`config.mk`:
```
export PLATFORM = sky130hd
export DESIGN_NAME = instr_fetch
export DESIGN_NICKNAME = d
export VERILOG_FILES = /design/src/rtl/instr_fetch.sv
export SDC_FILE = /design/constraint.sdc
export NUM_CORES = 1
export LEC_CHECK = 0
export BUFFER_PORTS_ARGS = -buffer_cell sky130_fd_sc_hd__buf_2
export CORE_ASPECT_RATIO = 0.8
export CORE_MARGIN = 2
export CORE_UTILIZATION = 44
export DETAILED_ROUTE_END_ITERATION = 10
export GPL_TIMING_DRIVEN = 0
export MAX_ROUTING_LAYER = met4
export PLACE_DENSITY = 0.65
export SLEW_MARGIN = 20
export SYNTH_ARGS = -nofsm -noshare
export SYNTH_HDL_FRONTEND = slang
export SYNTH_SLANG_ARGS = --single-unit
```
`constraint.sdc`:
```
create_clock -name clk -period 8.61 [get_ports clk]
set_input_delay 0.4305 -clock clk [delete_from_list [all_inputs] [get_ports clk]]
set_output_delay 0.4305 -clock clk [all_outputs]
set_load 0.005 [all_outputs]
```
`src/rtl/instr_fetch.sv`:
```
// Instruction fetch front end: issues word-aligned fetches under a credit limit,
// pairs in-order responses with their addresses and buffers them for decode.
module instr_fetch #(
  parameter logic [31:0] RESET_PC = 32'h00000000,
  parameter int unsigned DEPTH    = 2
) (
  input  logic        clk,
  input  logic        rst,
  output logic        imem_req_valid,
  input  logic        imem_req_ready,
  output logic [31:0] imem_req_addr,
  input  logic        imem_rsp_valid,
  input  logic [31:0] imem_rsp_data,
  input  logic        redirect_valid,
  input  logic [31:0] redirect_pc,
  output logic        if_valid,
  input  logic        if_ready,
  output logic [31:0] if_instr,
  output logic [31:0] if_pc
);

  localparam int unsigned PW = $clog2(DEPTH);
  localparam int unsigned CW = PW + 1;
  localparam logic [CW-1:0] DEPTH_C = CW'(DEPTH);
  localparam logic [31:0] NOP = 32'h00000013;

  logic [31:0]   r_pc;
  logic [CW-1:0] r_out_cnt;
  logic [CW-1:0] r_drop_cnt;
  logic [31:0]   r_pend_addr [DEPTH];
  logic [PW-1:0] r_pend_wr;
  logic [PW-1:0] r_pend_rd;
  logic [31:0]   r_buf_pc    [DEPTH];
  logic [31:0]   r_buf_instr [DEPTH];
  logic [PW-1:0] r_buf_wr;
  logic [PW-1:0] r_buf_rd;
  logic [CW-1:0] r_buf_cnt;

  logic          w_if_valid;
  logic          w_pop;
  logic [CW-1:0] w_pop_c;
  logic [CW-1:0] w_buf_after_pop;
  logic          w_req_valid;
  logic          w_req_fire;
  logic [CW-1:0] w_req_c;
  logic          w_rsp_live;
  logic [CW-1:0] w_rsp_c;
  logic          w_push;
  logic [CW-1:0] w_push_c;
  logic          w_unused_lsb;

  assign w_if_valid = !rst && (r_buf_cnt != '0) && !redirect_valid;
  assign w_pop      = w_if_valid && if_ready;
  assign w_pop_c    = {{(CW-1){1'b0}}, w_pop};

  // Credit counts the buffer after this cycle's pop so a draining buffer
  // keeps back-to-back fetch going; a push can only come from a credited slot.
  assign w_buf_after_pop = r_buf_cnt - w_pop_c;
  assign w_req_valid     = !rst && !redirect_valid && ((r_out_cnt + w_buf_after_pop) < DEPTH_C);
  assign w_req_fire      = w_req_valid && imem_req_ready;
  assign w_req_c         = {{(CW-1){1'b0}}, w_req_fire};

  // Responses with nothing outstanding are stray and ignored entirely.
  assign w_rsp_live = !rst && imem_rsp_valid && (r_out_cnt != '0);
  assign w_rsp_c    = {{(CW-1){1'b0}}, w_rsp_live};
  assign w_push     = w_rsp_live && !redirect_valid && (r_drop_cnt == '0);
  assign w_push_c   = {{(CW-1){1'b0}}, w_push};

  assign w_unused_lsb = ^redirect_pc[1:0];

  assign imem_req_valid = w_req_valid;
  assign imem_req_addr  = r_pc;
  assign if_valid       = w_if_valid;
  assign if_instr       = w_if_valid ? r_buf_instr[r_buf_rd] : NOP;
  assign if_pc          = w_if_valid ? r_buf_pc[r_buf_rd]    : 32'h00000000;

  always_ff @(posedge clk) begin
    if (rst) begin
      r_pc       <= RESET_PC;
      r_out_cnt  <= '0;
      r_drop_cnt <= '0;
      r_pend_wr  <= '0;
      r_pend_rd  <= '0;
      r_buf_wr   <= '0;
      r_buf_rd   <= '0;
      r_buf_cnt  <= '0;
    end else begin
      r_out_cnt <= r_out_cnt + w_req_c - w_rsp_c;
      if (redirect_valid) begin
        // Everything still in flight belongs to the old path and must be dropped.
        r_pc       <= {redirect_pc[31:2], 2'b00};
        r_drop_cnt <= r_out_cnt - w_rsp_c;
        r_pend_wr  <= '0;
        r_pend_rd  <= '0;
        r_buf_wr   <= '0;
        r_buf_rd   <= '0;
        r_buf_cnt  <= '0;
      end else begin
        if (w_req_fire) begin
          r_pc      <= r_pc + 32'd4;
          r_pend_wr <= r_pend_wr + PW'(1);
        end
        if (w_rsp_live && (r_drop_cnt != '0)) begin
          r_drop_cnt <= r_drop_cnt - CW'(1);
        end
        if (w_push) begin
          r_buf_wr  <= r_buf_wr + PW'(1);
          r_pend_rd <= r_pend_rd + PW'(1);
        end
        if (w_pop) begin
          r_buf_rd <= r_buf_rd + PW'(1);
        end
        r_buf_cnt <= r_buf_cnt + w_push_c - w_pop_c;
      end
    end
  end

  always_ff @(posedge clk) begin
    if (w_req_fire) begin
      r_pend_addr[r_pend_wr] <= r_pc;
    end
    if (w_push) begin
      r_buf_pc[r_buf_wr]    <= r_pend_addr[r_pend_rd];
      r_buf_instr[r_buf_wr] <= imem_rsp_data;
    end
  end

endmodule
```
After elaboration in Yosys (flattened, before gate mapping)
Memory sizes are Yosys's and may differ from the RTL's. A register that Yosys moved wholly into a read port is not among the register bits.
Cells that the tools add are included.
{"block": "totals", "register_bits": 42, "ram_bits": 192, "out_inout_bits": 98, "wordCells": 62, "mem_count": 3}
{"name": "r_buf_instr", "depth": 2, "word_bits": 32, "rd": 1, "rd_ports_with_merged_regs": 1, "write_ports": 1, "line": "34", "text": "logic [31:0] r_buf_instr [DEPTH];"}
{"name": "r_buf_pc", "depth": 2, "word_bits": 32, "rd": 1, "rd_ports_with_merged_regs": 1, "write_ports": 1, "line": "33", "text": "logic [31:0] r_buf_pc [DEPTH];"}
{"name": "r_pend_addr", "depth": 2, "word_bits": 32, "rd": 1, "rd_ports_with_merged_regs": 1, "write_ports": 1, "line": "30", "text": "logic [31:0] r_pend_addr [DEPTH];"}
{"block": "op_classes", "n_addsub": 13, "n_lt_le_gt_ge": 1, "n_mux": 16, "reduce_logical": 20}
{"cell": "$mux W32", "n": 4}
{"cell": "$add A32 B3 Y32 const B", "n": 1}
{"cell": "$logic_and A1 B1 Y1", "n": 11}
{"cell": "$mux W1", "n": 10}
{"cell": "$reduce_bool A2 Y1", "n": 5}
{"cell": "$sub A2 B1 Y2", "n": 4}
{"cell": "$add A1 B1 Y1 const B", "n": 4}
{"cell": "$add A2 B1 Y2", "n": 2}
{"cell": "$mux W2", "n": 2}
{"cell": "$add A2 B2 Y2", "n": 1}
{"cell": "$logic_not A1 Y1", "n": 2}
{"cell": "$logic_not A2 Y1", "n": 1}
{"cell": "$lt A2 B2 Y1 const B", "n": 1}
{"cell": "$reduce_or A2 Y1", "n": 1}
{"cell": "$sub A2 B1 Y2 const B", "n": 1}

Depth between registers and ports, before layout
Gate-level depths: netlist (run 1).
{"block": "logic_depth", "word_depth": 11, "ltp_mapped": 11, "mapped_depth_nobuf": 9}

Least setup slack after synthesis (run 1)
No wires, ideal clock.
{"block": "synth_timing", "kind": "input -> register", "start": "input port redirect_valid", "end": "memory r_buf_instr[0][0], enable pin", "setup_ps": 558, "arrival_ps": 5508, "slack_ps": 2545, "stages": 5, "n_path_buf": 3, "path_cell_list": "clkbuf_1 or2_2 clkbuf_1 clkbuf_1 nor3_1"}
{"block": "synth_via", "elab_chain_cells": 5}
{"element": "from (decl)", "line": "14", "text": "input logic redirect_valid,"}
{"element": "$logic_not A1 Y1", "line": "66", "text": "assign w_push = w_rsp_live && !redirect_valid && (r_drop_cnt == '0);"}
{"element": "$logic_and A1 B1 Y1 (2 in series)", "line": "66"}
{"element": "$mux W1", "line": "122", "text": "if (w_push) begin"}
{"element": "$mux W1 (implied by the code)", "line": "124", "text": "r_buf_instr[r_buf_wr] <= imem_rsp_data;"}
{"element": "to (decl)", "line": "34"}
No other way between the ends.

Worst setup path after layout (run 1)
{"block": "layout_timing", "start": "register r_buf_cnt[1]", "end": "output port if_pc[27]"}
{"block": "layout_via", "elab_chain_cells": 4}
{"element": "from (decl)", "line": "37", "text": "logic [CW-1:0] r_buf_cnt;"}
{"element": "from (signal assigned)", "line": "113", "text": "r_buf_cnt <= r_buf_cnt + w_push_c - w_pop_c;"}
{"element": "$reduce_bool A2 Y1", "line": "52", "text": "assign w_if_valid = !rst && (r_buf_cnt != '0) && !redirect_valid;"}
{"element": "$logic_and A1 B1 Y1 (2 in series)", "line": "52"}
{"element": "$mux W32", "line": "75", "text": "assign if_pc = w_if_valid ? r_buf_pc[r_buf_rd] : 32'h00000000;"}
{"element": "to (decl)", "line": "19", "text": "output logic [31:0] if_pc"}
No other way between the ends.

==> metrics.md, run 1 <==
| Metric | Value |
|---|---|
| Routing usage on met2 | `0.286` |
| Num CTS Buffers | `23` |
| First-pass GRT wire length | `31,500 um` |
| Max Slew Vio Count | `0` |
| Top cells by count, synth | `edfxtp_1, nor2_1, mux2i_1` |
| H-Tree Depth | `1` |
| Crit path DAT | `2880 ps` |
| DRC violations left | `0` |
| VDD IR max | `124 uV` |
| Routed WL | `20,600 um` |
| CORE AREA | `20,600 um^2` |
| Critical Path Source Type | `flop` |
| Reg-to-reg startpoint | `imem_req_addr[2]$_SDFFE_PP0P_` |
| Final clock skew | `between 10 and 15 ps` |
| CTS Root Cell | `clkbuf_16` |
| Tot GR Track Use | `0.188` |
| Asr flop ratio synth | `0` |
| Setup bufs post-CTS | `0` |
| Status | `completed` |
| Most numerous cell in the Yosys netlist | `edfxtp_1` |
| Clk buf depth | `3` |
| Drt initial violations | `around 520` |
| Vias/cell | `5.21` |
| Fin. Hold Viols | `0` |
| Post-synth top area share | `0.601` |
| Nets@finish | `934` |
| TritonCTS clock tree | `done` |
| Drt pass-1 iters | `5` |
| Full die area | `22,100 um^2` |
| Cell area after layout | `11,200 um^2` |
| Main flop type after synthesis | `edfxtp_1` |
| Synthesized area | `slightly above 9000 um^2` |
| Most Crowded Layer GR | `met2` |
| Pin count of the biggest net entering global routing | `41` |
| DP Area | `10,500 um^2` |
| Worst Tran Pin Value | `870 ps` |
| Number of port buffers | `159` |
| Warnings from Yosys | `0` |
| Clock slew at the register clock pins of the worst setup and hold paths | `70 ps` |
| Cts repair resizes | `0` |
| # setup viols final | `0` |
| Final HPWL DP | `14,400 um` |
| Drt wl/cell | `18.0 um` |
| Cells after Synth | `661` |
| FMAX | `302 MHz` |
| GR Overflow Total | `0` |
| CTS sink cnt | `226` |
| Share of layout cells above drive strength 1 | `0.289` |
| ANT cells | `0` |
| Cell taking the most area after synthesis | `edfxtp_1` |
| Sequential share of the synthesized area | `0.692` |
| Seq cells post-synth | `226` |
| Reg2reg end | `imem_req_addr[26]$_SDFFE_PP0P_` |
| Power Density | `~200 nW/um^2` |
| Initial core utilization | `0.447` |
| Initial antenna violation count | `0` |
| Row count | `47` |
| Max Cap Viol | `0` |
| Met1 Track Usage GR | `0.269` |
| Setup WS post-layout | `5300 ps` |
| Leakage | `a little over 4 nW` |
| GP Congestion | `0.854` |
| Syn_area_per_cell | `13.9 um^2` |
| Tmin final | `roughly 3300 ps` |
| Vias in the first global route | `5,608` |
| Hold Path Class | `in2reg` |
| Hold path cells | `1` |
| Die H | `around 130 um` |
| Top cells by area, synth | `edfxtp_1, dfxtp_1, mux2i_1, mux2_2, nor2_1` |
| Hold_buf cts | `0` |
| Routed vias | `~5,900` |
| Slew HR | `0.420` |
| Worst setup path class | `reg2out` |
| P&R area growth vs syn | `21.4%` |
| Unique masters post-synth | `47` |
| Die X | `166 um` |
| EDFF count, synth | `184` |
| Hold_ws | `113 ps` |
| Worst Setup End Kind | `output pin` |
| Min-delay src | `imem_rsp_data[19]` |
| RSZ-0062 raised after global routing | `no` |
| Crit share post-route | `0.384` |
| Hold EP | `r_buf_instr[0][19]$_DFFE_PP_` |
| Grt met3 use | `0.0303` |
| DRT antenna net count | `0` |
| Total Neg Setup Slack | `0 ps` |
| Latest clock arrival within the worst-skew pair | `about 500 ps` |
| Worst reg-to-reg setup slack | `5910 ps` |
| Io pins | `168` |
| Worst r2r path cells | `8` |
| Pre-CTS WS | `5430 ps` |
| Max FO, Critical Path | `10` |
| Critical Path RT | `8180 ps` |
cells in the final DEF, fill, tap and decap left out, types with 3 or more instances in the layout:
master	synthesis	routed
clkinv_1	0	5
conb_1	1	4
o22ai_1	3	3
and2_1	9	7
a211oi_1	10	10
a31oi_1	10	10
clkbuf_1	27	31
nand2_1	32	32
inv_1	10	10
clkbuf_16	0	23
and3_1	6	6
clkbuf_8	0	3
and4_1	3	3
xor2_1	10	10
ha_1	6	6
dfxtp_1	42	42
o21ai_0	6	6
buf_2	2	161
mux2_2	32	32
edfxtp_1	184	184
nand4_1	7	7
xnor2_1	14	14
nor2_1	92	91
buf_6	2	3
nand3_1	23	23
buf_4	5	11
o211ai_1	3	3
mux2i_1	62	62
clkinv_2	0	3
or3_1	4	4
a32oi_1	5	5
a21oi_1	10	10
o21ai_1	3	3
nor3_1	15	14
cells by family after synthesis:
kind of cell	count (synthesis)	share of synthesized area
AOI/OAI and AO/OA	55	0.0392
muxes	97	0.111
DFF	226	0.692
and+or+nand+nor	203	0.102
other	1	0.000408
adders and majority gates	6	0.00816
xor gates and xnor gates	24	0.0228
buffers and inverters	49	0.0239
report_power, final:
part	leakage, nW	switching [W]	internal (W)	total, W
combinational	1.69	0.0000632	0.0000496	0.000113
clock	0.334	0.000387	0.000514	0.000900
sequential	2.02	0.0000225	0.00120	0.00123
critical path, cell delays in order, from the launching register on:
cell and delay [ps]:
dfxtp_1 300, buf_4 150, o21ai_1 660, clkbuf_1 540, buf_1 440, nor2_1 130, buf_2 150
area by class of cell:
class	count	area [um^2]
plain buffers	38	179
clock buffers	30	632
clock inverters	10	50.0
fillers	1766	9420
inverters	11	41.3
multi-input cells	389	2640
flip-flops and latches	226	6370
well taps	269	337
repair buffers	169	920
sequential cells by signal, indices dropped and copies added, names as in the netlist, 2 cells and up, named ones only:
register       flops
r_buf_instr       64
r_buf_pc          60
r_pend_addr       60
imem_req_addr     30
r_buf_cnt          2
r_drop_cnt         2
r_out_cnt          2
metal layers:
metal	up-vias	wire, um
li1	2835	-
met1	2822	9350
met2	261	9260
met3	29	1490
met4	0	447
met5	-	0
stage by stage:
step,instances,power (W),util
global route,1142,0.00232,0.542
floorplan,664,0.00131,-
global placement,1092,0.00136,0.503
detailed placement,1102,0.00136,0.509
CTS,1142,0.00226,0.542
finish,1142,0.00224,0.542
how the worst max path moves through the flow:
stage               cells after the start  slack [ps]               startpoint                            to
floorplan                               5        2540           redirect_valid   r_buf_instr[0][0]$_DFFE_PP_
global placement                        5        -500           redirect_valid  r_buf_instr[0][11]$_DFFE_PP_
detailed placement                      7        5430           redirect_valid                     if_pc[27]
CTS                                     6        5190  r_buf_cnt[1]$_SDFF_PP0_                     if_pc[27]
global route                            6        5050  r_buf_cnt[1]$_SDFF_PP0_                     if_pc[27]
finish                                  6        5300  r_buf_cnt[1]$_SDFF_PP0_                     if_pc[27]
Note: power is estimated with default switching activity, not from simulation.
==> run 2: changes to the inputs <==
Settings changed: ABC_AREA set to 1, PLACE_DENSITY 0.65 to 0.68.
Clock period 8.61 ns to 2.7 ns, I/O delays scaled along.
==> run 2 against run 1 <==
Compared with the run above: critical path type is now reg2reg; synthesized cell count rose by 42%; clock power increased to 3.3 times the previous value; global-route usage grew 2.5 points; first-iteration DRC count up 27%; setup slack got worse by 5100 ps; clock-buffer cell count rose by 4; via count is 24% higher; combinational power rose to 4.0 times the previous value; highest routed layer unchanged; sequential cell count did not move; largest cell class unchanged; non-clock buffer count is 63 higher; sequential power increased to 3.2 times the previous value; final cell count is 30% higher.
==> metrics.md, run 2 <==
| Metric | Value |
|---|---|
| Status | `completed` |
| Latest clock arrival within the worst-skew pair | `510 ps` |
| Clk pwr share | `0.409` |
| Worst setup path class | `reg2reg` |
| Placed insts | `1,380` |
| Crit path DAT | `around 2700 ps` |
| Sequential share of the synthesized area | `0.654` |
| Initial core utilization | `0.450` |
| Nets@finish | `around 1,300` |
| Power Density | `596 nW/um^2` |
| Post-synth top area share | `0.568` |
| DRT antenna net count | `0` |
| Drt wl/cell | `16.4 um` |
| Routed WL | `24,400 um` |
| Most common cell after layout, fill and taps aside | `nand2_1` |
| Max reg flops | `64` |
| Critical Path RT | `2900 ps` |
| Total internal power | `between 0.005 and 0.006 W` |
| Syn_area_per_cell | `10.4 um^2` |
| Routed vias | `7,373` |
| Synthesized area | `slightly below 10,000 um^2` |
| Die H | `137 um` |
| Vias in the first global route | `6,926` |
| Cell area after layout | `12,300 um^2` |
| First-pass GRT wire length | `approximately 37,000 um` |
| Critical Path Source Type | `flop` |
| Finished Layout Cells | `1,482` |
| Share of layout cells above drive strength 1 | `0.208` |
| Cts repair resizes | `0` |
| Top cells by area, synth | `edfxtp_1, nand2_1, dfxtp_1, a21oi_1, mux2_2` |
| Top cells by count, synth | `nand2_1, edfxtp_1, a21oi_1` |
| Power Total | `0.00736 W` |
| Full die area | `23,300 um^2` |
| Final clock skew | `roughly 19 ps` |
| Drt initial violations | `around 660` |
| DP Area | `11,000 um^2` |
| Seq cells post-synth | `approximately 230` |
| Max Cap Viol | `0` |
| EDFF count, synth | `184` |
| Hold Path Class | `in2reg` |
| Num CTS Buffers | `23` |
| Cell taking the most area after synthesis | `edfxtp_1` |
| FMAX | `398 MHz` |
| Slew HR | `0.479` |
| Clock slew at the register clock pins of the worst setup and hold paths | `about 60 ps` |
| Warnings from Yosys | `0` |
| Final HPWL DP | `17,000 um` |
| Cells after Synth | `about 940` |
| RSZ-0062 raised after global routing | `no` |
| Die X | `170 um` |
| Switching Power | `roughly 0.0016 W` |
| GR Overflow Total | `0` |
| Layout Utilization | `0.571` |
| Largest register by flop count | `r_buf_instr` |
| Worst Setup End Kind | `flop` |
| Row count | `48` |
| Switch share | `0.213` |
| Fin. Hold Viols | `0` |
| Clk buf depth | `3` |
| Initial antenna violation count | `0` |
| Tmin final | `2510 ps` |
| Tot GR Track Use | `0.213` |
| Leakage | `4.87 nW` |
| Max FO, Critical Path | `26` |
| VDD IR max | `395 uV` |
| Commonest cells after routing, fill and taps aside | `nand2_1, edfxtp_1, buf_2` |
| Largest regs | `r_buf_instr (64), r_buf_pc (60), r_pend_addr (60)` |
| Main flop type after synthesis | `edfxtp_1` |
| Max Slew Vio Count | `0` |
| H-Tree Depth | `1` |
| Vias/cell | `4.98` |
| Drt pass-1 iters | `5` |
| DRC violations left | `0` |
| P&R area growth vs syn | `26.8%` |
| # setup viols final | `0` |
| Worst Tran Pin Value | `about 780 ps` |
| CORE AREA | `around 22,000 um^2` |
| TritonCTS clock tree | `done` |
| Asr flop ratio synth | `0` |
| CTS sink cnt | `226` |
| GP Congestion | `0.967` |
| Crit share post-route | `0.930` |
| Gate power share | `0.061` |
| Most numerous cell in the Yosys netlist | `nand2_1` |
| Number of port buffers | `between 150 and 200` |
| Flop pwr share | `0.531` |
| Pin count of the biggest net entering global routing | `28` |
| CTS Root Cell | `clkbuf_16` |
| Io pins | `168` |
| Unique masters post-synth | `27` |
## run 2: cell count changes after synthesis, moves of 26 or more
cell and delta:
nand2_1 +290, a21oi_1 +87, mux2i_1 -62, inv_1 +32
nor2_1 -27, nand3_1 +26
## run 2: metrics by stage
stage,worst slack (ps),hold slack (ps),TNS [ps]
2_1_floorplan,-335,234,-40540
3_3_place_gp,-1500,322,-204600
3_5_place_dp,204,326,0
4_1_cts,128,12.2,0
5_1_grt,14.2,29.5,0
6_report,189,29.3,0
## run 2: power groups by stage
stage | combinational [W] | sequential, W | clock (W)
finish | 0.000447 | 0.00391 | 0.00301
global route | 0.000495 | 0.00391 | 0.00322
CTS | 0.000445 | 0.00391 | 0.00308
detailed placement | 0.000376 | 0.00398 | 0
global placement | 0.000359 | 0.00398 | 0
floorplan | 0.000218 | 0.00395 | 0
## run 2: worst paths after layout
path	from	endpoint	slack (ps)	depth (start not counted)
worst min-delay path	redirect_pc[10]	imem_req_addr[10]$_SDFFE_PP0P_	30	5
worst max register to register	r_drop_cnt[0]$_SDFFE_PP0P_	r_buf_instr[1][1]$_DFFE_PP_	190	10
worst max-delay path	r_drop_cnt[0]$_SDFFE_PP0P_	r_buf_instr[1][1]$_DFFE_PP_	190	10
worst min register to register	r_drop_cnt[1]$_SDFFE_PP0P_	r_drop_cnt[1]$_SDFFE_PP0P_	490	2
## run 2: cell families (layout without fill, tap and decap cells)
| kind of cell | after synthesis | in the layout | synth area share |
|---|---|---|---|
| AOI/OAI and AO/OA | 119 | 119 | 0.0612 |
| xor gates and xnor gates | 17 | 17 | 0.0153 |
| adders and majority gates | 6 | 6 | 0.00771 |
| buffers and inverters | 90 | 356 | 0.0402 |
| DFF | 226 | 226 | 0.654 |
| muxes | 30 | 30 | 0.0347 |
| other | 1 | 5 | 0.000385 |
| and+or+nand+nor | 448 | 448 | 0.187 |
## run 2: per-layer routing
metal / GRT usage / part of all wire / up-vias
met3: 0.0367 / 0.071 / 36
met1: 0.285 / 0.45 / 3397
met4: 0.0627 / 0.022 / 0
li1: - / - / 3676
met2: 0.338 / 0.46 / 264
met5: - / 0 / -
## run 2: layout make-up
class	count	area, um^2
clock buffers	34	647
multi-input cells	624	3020
plain buffers	46	226
flip-flops and latches	226	6370
inverters	44	165
clock inverters	8	71.3
repair buffers	224	1510
well taps	275	344
diodes	1	2.50
fillers	1875	9270
## run 2: worst max-delay path, cell delays in order (launching register included)
cell,delay [ps]
dfxtp_1,310
inv_1,80
ha_1,150
inv_1,50
nor2_1,210
inv_1,120
nor2_1,190
inv_1,140
nor2_4,440
buf_12,260
buf_12,210
## run 2: what timing repair did
action                                 in CTS  in global routing
hold buffers                               59                  0
buffers inserted                            0                  0
endpoints found under the hold margin      92                  0
setup endpoints to repair                   0                  0
